## config.mk

```make
export PLATFORM = sky130hd
export DESIGN_NAME = reg_scoreboard
export DESIGN_NICKNAME = d
export VERILOG_FILES = /design/src/rtl/reg_scoreboard_pkg.sv /design/src/rtl/reg_scoreboard_sb_entry.sv /design/src/rtl/reg_scoreboard.sv
export SDC_FILE = /design/constraint.sdc
export NUM_CORES = 1
export LEC_CHECK = 0
export CAP_MARGIN = 20
export CORE_MARGIN = 5
export CORE_UTILIZATION = 35
export CTS_CLUSTER_DIAMETER = 80
export CTS_CLUSTER_SIZE = 16
export DETAILED_ROUTE_END_ITERATION = 10
export PLACE_DENSITY = 0.57
export SETUP_SLACK_MARGIN = 0.4
export SYNTH_ARGS = -nofsm -noshare
export SYNTH_HDL_FRONTEND = slang
export SYNTH_HIERARCHICAL = 1
export SYNTH_SLANG_ARGS = --single-unit
```

## constraint.sdc

```tcl
create_clock -name clk -period 3.2 [get_ports clk]
set_clock_uncertainty 0.05 [all_clocks]
set_input_delay 0.32 -clock clk [delete_from_list [all_inputs] [get_ports clk]]
set_output_delay 0.32 -clock clk [all_outputs]
set_load 0.03 [all_outputs]
```

## src/rtl/reg_scoreboard_pkg.sv

```systemverilog
// Shared scoreboard sizing and a small helper that counts matching slots.
// Sizing defaults mirror the pipeline's register file (x0 is never tracked).
package reg_scoreboard_pkg;

    localparam int SB_RF_ADDR_WIDTH = 5;
    localparam int SB_NUM_REGS      = 32;
    localparam int SB_CNT_WIDTH     = 2;
    localparam int SB_BUSY_WIDTH    = 4;

    // Number of asserted hits among the two issue/writeback slots (0..2).
    function automatic logic [1:0] hit_count(input logic hit_a, input logic hit_b);
        return {1'b0, hit_a} + {1'b0, hit_b};
    endfunction

endpackage

```

## src/rtl/reg_scoreboard_sb_entry.sv

```systemverilog
// One register's outstanding long-latency write counter: net inc/dec per
// cycle, flush to zero, clamp at zero on stale writebacks, saturate at max.
module sb_entry
    import reg_scoreboard_pkg::*;
#(
    parameter int CNT_WIDTH = SB_CNT_WIDTH
) (
    input  logic                 clk,
    input  logic                 rst,
    input  logic                 flush_i,
    input  logic [1:0]           inc_i,
    input  logic [1:0]           dec_i,
    output logic [CNT_WIDTH-1:0] cnt_o
);

    localparam int SUM_WIDTH = CNT_WIDTH + 2;
    localparam logic [SUM_WIDTH-1:0] CNT_MAX = SUM_WIDTH'((1 << CNT_WIDTH) - 1);

    logic [CNT_WIDTH-1:0] cnt_q;
    logic [CNT_WIDTH-1:0] cnt_d;
    logic [SUM_WIDTH-1:0] raised;
    logic [SUM_WIDTH-1:0] dec_ext;
    logic [SUM_WIDTH-1:0] net;
    logic                 underflow;
    logic                 overflow;

    always_comb begin
        raised    = SUM_WIDTH'(cnt_q) + SUM_WIDTH'(inc_i);
        dec_ext   = SUM_WIDTH'(dec_i);
        underflow = raised < dec_ext;
        net       = underflow ? '0 : raised - dec_ext;
        overflow  = net > CNT_MAX;
        if (flush_i) begin
            cnt_d = '0;
        end else if (overflow) begin
            cnt_d = CNT_MAX[CNT_WIDTH-1:0];
        end else begin
            cnt_d = net[CNT_WIDTH-1:0];
        end
    end

    always_ff @(posedge clk or posedge rst) begin
        if (rst) begin
            cnt_q <= '0;
        end else begin
            cnt_q <= cnt_d;
        end
    end

    assign cnt_o = cnt_q;

    // Underflow is expected after a flush squashes ops whose writeback still lands.
    always_ff @(posedge clk) begin
        if (!rst && !flush_i) begin
            assert (!overflow) else $error("sb_entry: counter incremented past maximum");
            assert (!underflow) else $warning("sb_entry: stale writeback clamped at zero");
        end
    end

endmodule

```

## src/rtl/reg_scoreboard.sv

```systemverilog
// Pending-write scoreboard for long-latency destinations of the dual-issue pipe.
// Optional feature: define SB_WB_BYPASS_EN to release Busy in the writeback cycle.
module reg_scoreboard
    import reg_scoreboard_pkg::*;
#(
    parameter int RF_ADDR_WIDTH = SB_RF_ADDR_WIDTH,
    parameter int NUM_REGS      = SB_NUM_REGS,
    parameter int CNT_WIDTH     = SB_CNT_WIDTH
) (
    input  logic                     clk,
    input  logic                     rst,
    input  logic                     Issue_Valid_0,
    input  logic                     Issue_Valid_1,
    input  logic                     Issue_LongLat_0,
    input  logic                     Issue_LongLat_1,
    input  logic [RF_ADDR_WIDTH-1:0] Issue_RdAddr_0,
    input  logic [RF_ADDR_WIDTH-1:0] Issue_RdAddr_1,
    input  logic [RF_ADDR_WIDTH-1:0] Decode_Rs1Addr_0,
    input  logic [RF_ADDR_WIDTH-1:0] Decode_Rs2Addr_0,
    input  logic [RF_ADDR_WIDTH-1:0] Decode_Rs1Addr_1,
    input  logic [RF_ADDR_WIDTH-1:0] Decode_Rs2Addr_1,
    input  logic                     Wb_Valid_0,
    input  logic                     Wb_Valid_1,
    input  logic [RF_ADDR_WIDTH-1:0] Wb_RdAddr_0,
    input  logic [RF_ADDR_WIDTH-1:0] Wb_RdAddr_1,
    input  logic                     Flush,
    output logic [SB_BUSY_WIDTH-1:0] Scoreboard_Busy,
    output logic                     Scoreboard_StallReq,
    output logic                     Scoreboard_Full,
    output logic                     Scoreboard_Idle
);

    localparam int CMP_WIDTH = CNT_WIDTH + 2;
    localparam logic [CMP_WIDTH-1:0] CNT_MAX = CMP_WIDTH'((1 << CNT_WIDTH) - 1);

    logic [CNT_WIDTH-1:0]     cnt [NUM_REGS];
    logic [RF_ADDR_WIDTH-1:0] src_addr [SB_BUSY_WIDTH];
    logic [SB_BUSY_WIDTH-1:0] busy;
    logic [1:0]               cand_0;
    logic [1:0]               cand_1;
    logic                     full_0;
    logic                     full_1;
    logic                     idle;

    assign cnt[0] = '0;

    genvar gi;
    generate
        for (gi = 1; gi < NUM_REGS; gi++) begin : g_entry
            localparam logic [RF_ADDR_WIDTH-1:0] REG_ADDR = RF_ADDR_WIDTH'(gi);
            logic [1:0] inc;
            logic [1:0] dec;

            assign inc = hit_count(Issue_Valid_0 & Issue_LongLat_0 & (Issue_RdAddr_0 == REG_ADDR),
                                   Issue_Valid_1 & Issue_LongLat_1 & (Issue_RdAddr_1 == REG_ADDR));
            assign dec = hit_count(Wb_Valid_0 & (Wb_RdAddr_0 == REG_ADDR),
                                   Wb_Valid_1 & (Wb_RdAddr_1 == REG_ADDR));

            sb_entry #(.CNT_WIDTH(CNT_WIDTH)) u_entry (
                .clk     (clk),
                .rst     (rst),
                .flush_i (Flush),
                .inc_i   (inc),
                .dec_i   (dec),
                .cnt_o   (cnt[gi])
            );
        end
    endgenerate

    assign src_addr[0] = Decode_Rs1Addr_0;
    assign src_addr[1] = Decode_Rs2Addr_0;
    assign src_addr[2] = Decode_Rs1Addr_1;
    assign src_addr[3] = Decode_Rs2Addr_1;

    generate
        for (gi = 0; gi < SB_BUSY_WIDTH; gi++) begin : g_src
            logic [CNT_WIDTH-1:0] src_cnt;
            logic                 pending;

            assign src_cnt = cnt[src_addr[gi]];
            assign pending = (src_addr[gi] != '0) && (src_cnt != '0);
`ifdef SB_WB_BYPASS_EN
            // Result is forwarded from the Wb path once every outstanding write lands now.
            logic [1:0] wb_hits;
            assign wb_hits = Flush ? 2'd0 :
                             hit_count(Wb_Valid_0 & (Wb_RdAddr_0 == src_addr[gi]),
                                       Wb_Valid_1 & (Wb_RdAddr_1 == src_addr[gi]));
            assign busy[gi] = pending && (CMP_WIDTH'(src_cnt) != CMP_WIDTH'(wb_hits));
`else
            assign busy[gi] = pending;
`endif
        end
    endgenerate

    // Full looks at the candidates in decode, independent of Valid, so issue can be held.
    assign cand_0 = hit_count(Issue_LongLat_0, Issue_LongLat_1 & (Issue_RdAddr_1 == Issue_RdAddr_0));
    assign cand_1 = hit_count(Issue_LongLat_1, Issue_LongLat_0 & (Issue_RdAddr_0 == Issue_RdAddr_1));
    assign full_0 = Issue_LongLat_0 && (Issue_RdAddr_0 != '0) &&
                    ((CMP_WIDTH'(cnt[Issue_RdAddr_0]) + CMP_WIDTH'(cand_0)) > CNT_MAX);
    assign full_1 = Issue_LongLat_1 && (Issue_RdAddr_1 != '0) &&
                    ((CMP_WIDTH'(cnt[Issue_RdAddr_1]) + CMP_WIDTH'(cand_1)) > CNT_MAX);

    always_comb begin
        idle = 1'b1;
        for (int r = 1; r < NUM_REGS; r++) begin
            if (cnt[r] != '0) begin
                idle = 1'b0;
            end
        end
    end

    assign Scoreboard_Busy     = busy;
    assign Scoreboard_StallReq = |busy;
    assign Scoreboard_Full     = full_0 | full_1;
    assign Scoreboard_Idle     = idle;

    always_ff @(posedge clk) begin
        if (!rst && !Flush) begin
            assert (!(Issue_Valid_0 && full_0) && !(Issue_Valid_1 && full_1))
                else $error("reg_scoreboard: issue proceeded while Full");
        end
    end

endmodule

```

==> results <==
- Following the worst setup path forward leads to its endpoint at Scoreboard_Full.
- Summed over all nets, the half-perimeter wirelength after detailed placement is 26.9 mm.
- The run finished, with violations left.
- The worst register-to-register path has a depth of 8.
- For the finished layout, the period the worst path requires is ~3.3 ns.
- In the final design database the tool counted 1,660 nets.
- Input and output buffers added on the ports amount to 55.
- The layout cell share with drive strength beyond 1 is 36.1%.
- The leakage power is between 6 and 7 nW.
- The initial standard-cell utilization of the core is 35.3%.
- In this run the worst setup path begins at g_entry[10].u_entry/cnt_o[0].
- In the routed design, unresolved DRC markers number 0.
- Setup slack on the critical path of the routed design comes to -0.127 ns.
- The clock-pin transition on the worst setup and hold timing paths is 0.06 ns.
- The number of vias per cell after detailed routing is 5.42.
- The boundary pin count is 56.
- The number of failing setup endpoints in the final timing report is 1.
- The post-synthesis cell area is 10,400 sq um.
- CTS saw 62 sinks.
- In the layout the commonest cells are 293 x sky130_fd_sc_hd__inv_1, 115 x sky130_fd_sc_hd__buf_4, 113 x sky130_fd_sc_hd__ha_1.
- Counting along the longest clock path gives a buffer depth of 2.
- The largest fanout on the critical path is 4.
- The sequential share of the synthesized area is 14.9%.
- The worst pin sits at a relative slew slack of between 20 and 25%.
- At the later pin of the worst-skew pair, clock insertion delay measures 0.35 ns.
- The worst-case vdd ir drop is 0.279 mV.
- The non-filler instance count after layout is 1,787.
- The arrival time reported for the critical path endpoint is 2.96 ns.
- The category of the most critical setup path is flip-flop to output pin.
- The startpoint class of the critical path is a flip-flop.
- The area enclosed by the die boundary is 33,400 sq um.
- The slack of the worst reg-to-reg path is 0.87 ns.
- Setup repair after global routing could not meet its margin everywhere.
- TritonCTS built the clock tree.
- Routability-driven placement finished with a final weighted congestion of 0.960.
- The post-placement cell count is ~1,700.
- The number of nets with antenna violations after routing is 0.
- In this run the number of H-tree levels came out at 3.
- The row count is 63.
- The checks that failed: negative setup slack.
- The hold-fix buffer count after cts is 0.
- The endpoint class of the critical path is an output pin.
- The count of different cell masters after synthesis is 48.
- The number of antenna violations at the first check in global routing is 0.
- The synthesized instance count is 1,222.
- The per-cell routed wire length is 19.6 um.
- The total inserted antenna cells is 0.
- In this run the standard cell core region covers 29,600 sq um.
- The number of clock buffers added by TritonCTS is 9.
- The total wire length is 35.0 mm.
- The final route contains 9,688 vias.
- The number of warning messages in the yosys log is 6.
- In this run the worst hold path is classified as primary input to async pin.
- The number of synthesized flops with an enable pin is 0.
- The count of state elements after synthesis is just over 60.
- From synthesis to final layout, the design area changed by 36.5%.
- The startpoint identified for the worst register-to-register timing path is g_entry[19].u_entry/cnt_o[0].
- The final period utilization is 104%.
- The register with the most flip-flops in the layout has 62 of them.
- The floorplan step set the die height to 183 um.
- Leaving out fill and tap cells, the most frequent cell in the layout is sky130_fd_sc_hd__inv_1.
- The number of global-route vias before repair was 9,590.
- The net count of the mapped netlist is 1,490.
- Static timing analysis puts the maximum clock frequency at 0.301 GHz.
- The final count of hold timing violations is 0.
- The aggregate global routing overflow is 0.
- Across every metal layer, demand over resource in global routing totals 20.4%.
- The most frequently used flop master after synthesis is sky130_fd_sc_hd__dfrtp_1.
- Before CTS, the worst setup slack after placement is -0.475 ns.
- The initial DRC count is 964.
- The reg-to-reg critical path endpoint is g_entry[19].u_entry/cnt_o[1].
- The post-synthesis average cell area is 8.54 sq um.
- At the pin with the least slew margin, the transition time is 1.16 ns.
- The chip width is roughly 180 um.
- The first-pass GRT wire length is 52.9 mm.
- Power spread over the standard cell area amounts to 372 nW/um^2.
- After layout, the design draws a total of 5.30 mW.
- Entering global routing, the biggest net connects 41 pins.
- The tool flagged a number of max-cap violations equal to 0.
- The first detailed-routing pass ran for 5 iterations.
- The final number of max-transition violations was 0.
- In this run the clock root is driven by a sky130_fd_sc_hd__clkbuf_16.
- The fraction of synthesis flops using an asynchronous set or reset pin is 100%.
- STA puts the critical path data required time at 2.83 ns.
==> cells in the mapped netlist, types with 2 or more instances <==
cell type                   instances  area, sq um
sky130_fd_sc_hd__buf_4              5         37.5
sky130_fd_sc_hd__a2111oi_0          5         43.8
sky130_fd_sc_hd__or3_1              4         25.0
sky130_fd_sc_hd__nor3_1            18         90.1
sky130_fd_sc_hd__nor2_1           165          619
sky130_fd_sc_hd__a21o_1            31          233
sky130_fd_sc_hd__mux2i_1            8         80.1
sky130_fd_sc_hd__a211oi_1           5         37.5
sky130_fd_sc_hd__a21oi_1           76          380
sky130_fd_sc_hd__nand2b_1          12         75.1
sky130_fd_sc_hd__o21ai_0            3         15.0
sky130_fd_sc_hd__or4_1              2         15.0
sky130_fd_sc_hd__nand2_1           31          116
sky130_fd_sc_hd__nand3_1           13         65.1
sky130_fd_sc_hd__buf_6              3         33.8
sky130_fd_sc_hd__or2_2              6         37.5
sky130_fd_sc_hd__xnor2_1            2         17.5
sky130_fd_sc_hd__o22ai_1            3         18.8
sky130_fd_sc_hd__and3_1             4         25.0
sky130_fd_sc_hd__nor3b_1            3         22.5
sky130_fd_sc_hd__buf_2              9         45.0
sky130_fd_sc_hd__clkbuf_1          18         67.6
sky130_fd_sc_hd__a221oi_1           2         17.5
sky130_fd_sc_hd__nand4_1            9         56.3
sky130_fd_sc_hd__a311oi_1          63          552
sky130_fd_sc_hd__mux2_2             6         67.6
sky130_fd_sc_hd__ha_1             157         1960
sky130_fd_sc_hd__inv_1            345         1290
sky130_fd_sc_hd__mux4_1             8          210
sky130_fd_sc_hd__buf_1              3         11.3
sky130_fd_sc_hd__xor2_1             3         26.3
sky130_fd_sc_hd__mux4_2            51         1150
sky130_fd_sc_hd__nor2b_1            9         56.3
sky130_fd_sc_hd__fa_1              62         1240
sky130_fd_sc_hd__nor4_1             4         25.0
sky130_fd_sc_hd__dfrtp_1           62         1550
==> through the flow <==
step,TNS (ns),area [sq um],hold WS (ns),utilization [%]
after floorplan,0,10600,0.0112,-
after global placement,-19.27,12200,0.786,41.2
after detailed placement,-21.18,12200,0.796,41.2
after CTS,-0.158,13100,0.450,44.2
after global routing,-0.233,14200,0.491,48.2
final,-0.127,14200,0.435,48.2
==> metal layers <==
layer	part of all wire (%)	vias up	GRT usage [%]
li1	-	4434	-
met2	48	354	34.0
met5	0	-	0
met3	6.3	83	2.99
met1	42	4817	26.9
met4	4.0	0	8.02
==> power breakdown <==
part	switching [mW]	leakage (nW)	internal [mW]
combinational	1.53	5.39	1.48
clock	0.404	0.152	0.642
sequential	0.277	0.818	0.963
total	2.21	6.36	3.08
==> how the worst min path moves through the flow <==
stage	startpoint	to	slack (ns)	cells past startpoint
2_1_floorplan	rst	g_entry[10].u_entry/cnt_o[0]	0.01	1
3_3_place_gp	g_entry[21].u_entry/cnt_o[1]	g_entry[21].u_entry/cnt_o[1]	0.79	3
3_5_place_dp	g_entry[21].u_entry/cnt_o[1]	g_entry[21].u_entry/cnt_o[1]	0.80	3
4_1_cts	rst	g_entry[7].u_entry/cnt_o[0]	0.45	3
5_1_grt	rst	g_entry[8].u_entry/cnt_o[0]	0.49	3
6_report	rst	g_entry[5].u_entry/cnt_o[1]	0.43	3
==> critical path, cell delays in order, from the launching register on <==
cell,delay [ns]
sky130_fd_sc_hd__dfrtp_1,0.46
sky130_fd_sc_hd__mux4_2,0.52
sky130_fd_sc_hd__mux4_2,0.47
sky130_fd_sc_hd__mux2_4,0.30
sky130_fd_sc_hd__ha_4,0.27
sky130_fd_sc_hd__nand2_2,0.05
sky130_fd_sc_hd__nor2_2,0.09
sky130_fd_sc_hd__o21ai_2,0.08
sky130_fd_sc_hd__o22ai_4,0.22
sky130_fd_sc_hd__buf_12,0.16
==> area by class of cell <==
class | count | area, sq um
clock inverters | 4 | 45.0
repair buffers | 198 | 1900
multi-input cells | 775 | 8690
flip-flops and latches | 62 | 1560
fillers | 2698 | 15300
clock buffers | 12 | 256
well taps | 390 | 488
inverters | 346 | 1300
==> what timing repair did <==
action / CTS / global route
endpoints found under the hold margin: 0 / 0
cloned: 3 / 2
endpoints found under the setup margin: 69 / 68
setup buffers: 18 / 10
gates resized for setup: 169 / 267
pin swaps: 58 / 133
==> logic make-up (layout without fill, tap and decap cells) <==
family	after synthesis	count (layout)	share of synthesized area, %
mux	73	73	14.4
xor+xnor	5	5	0.420
fa+ha+maj	219	219	30.7
buf+inv	385	560	14.5
compound gates	193	193	12.9
flops	62	62	14.9
simple gates	285	285	12.2
No activity file was read; power rests on OpenSTA's default activity.
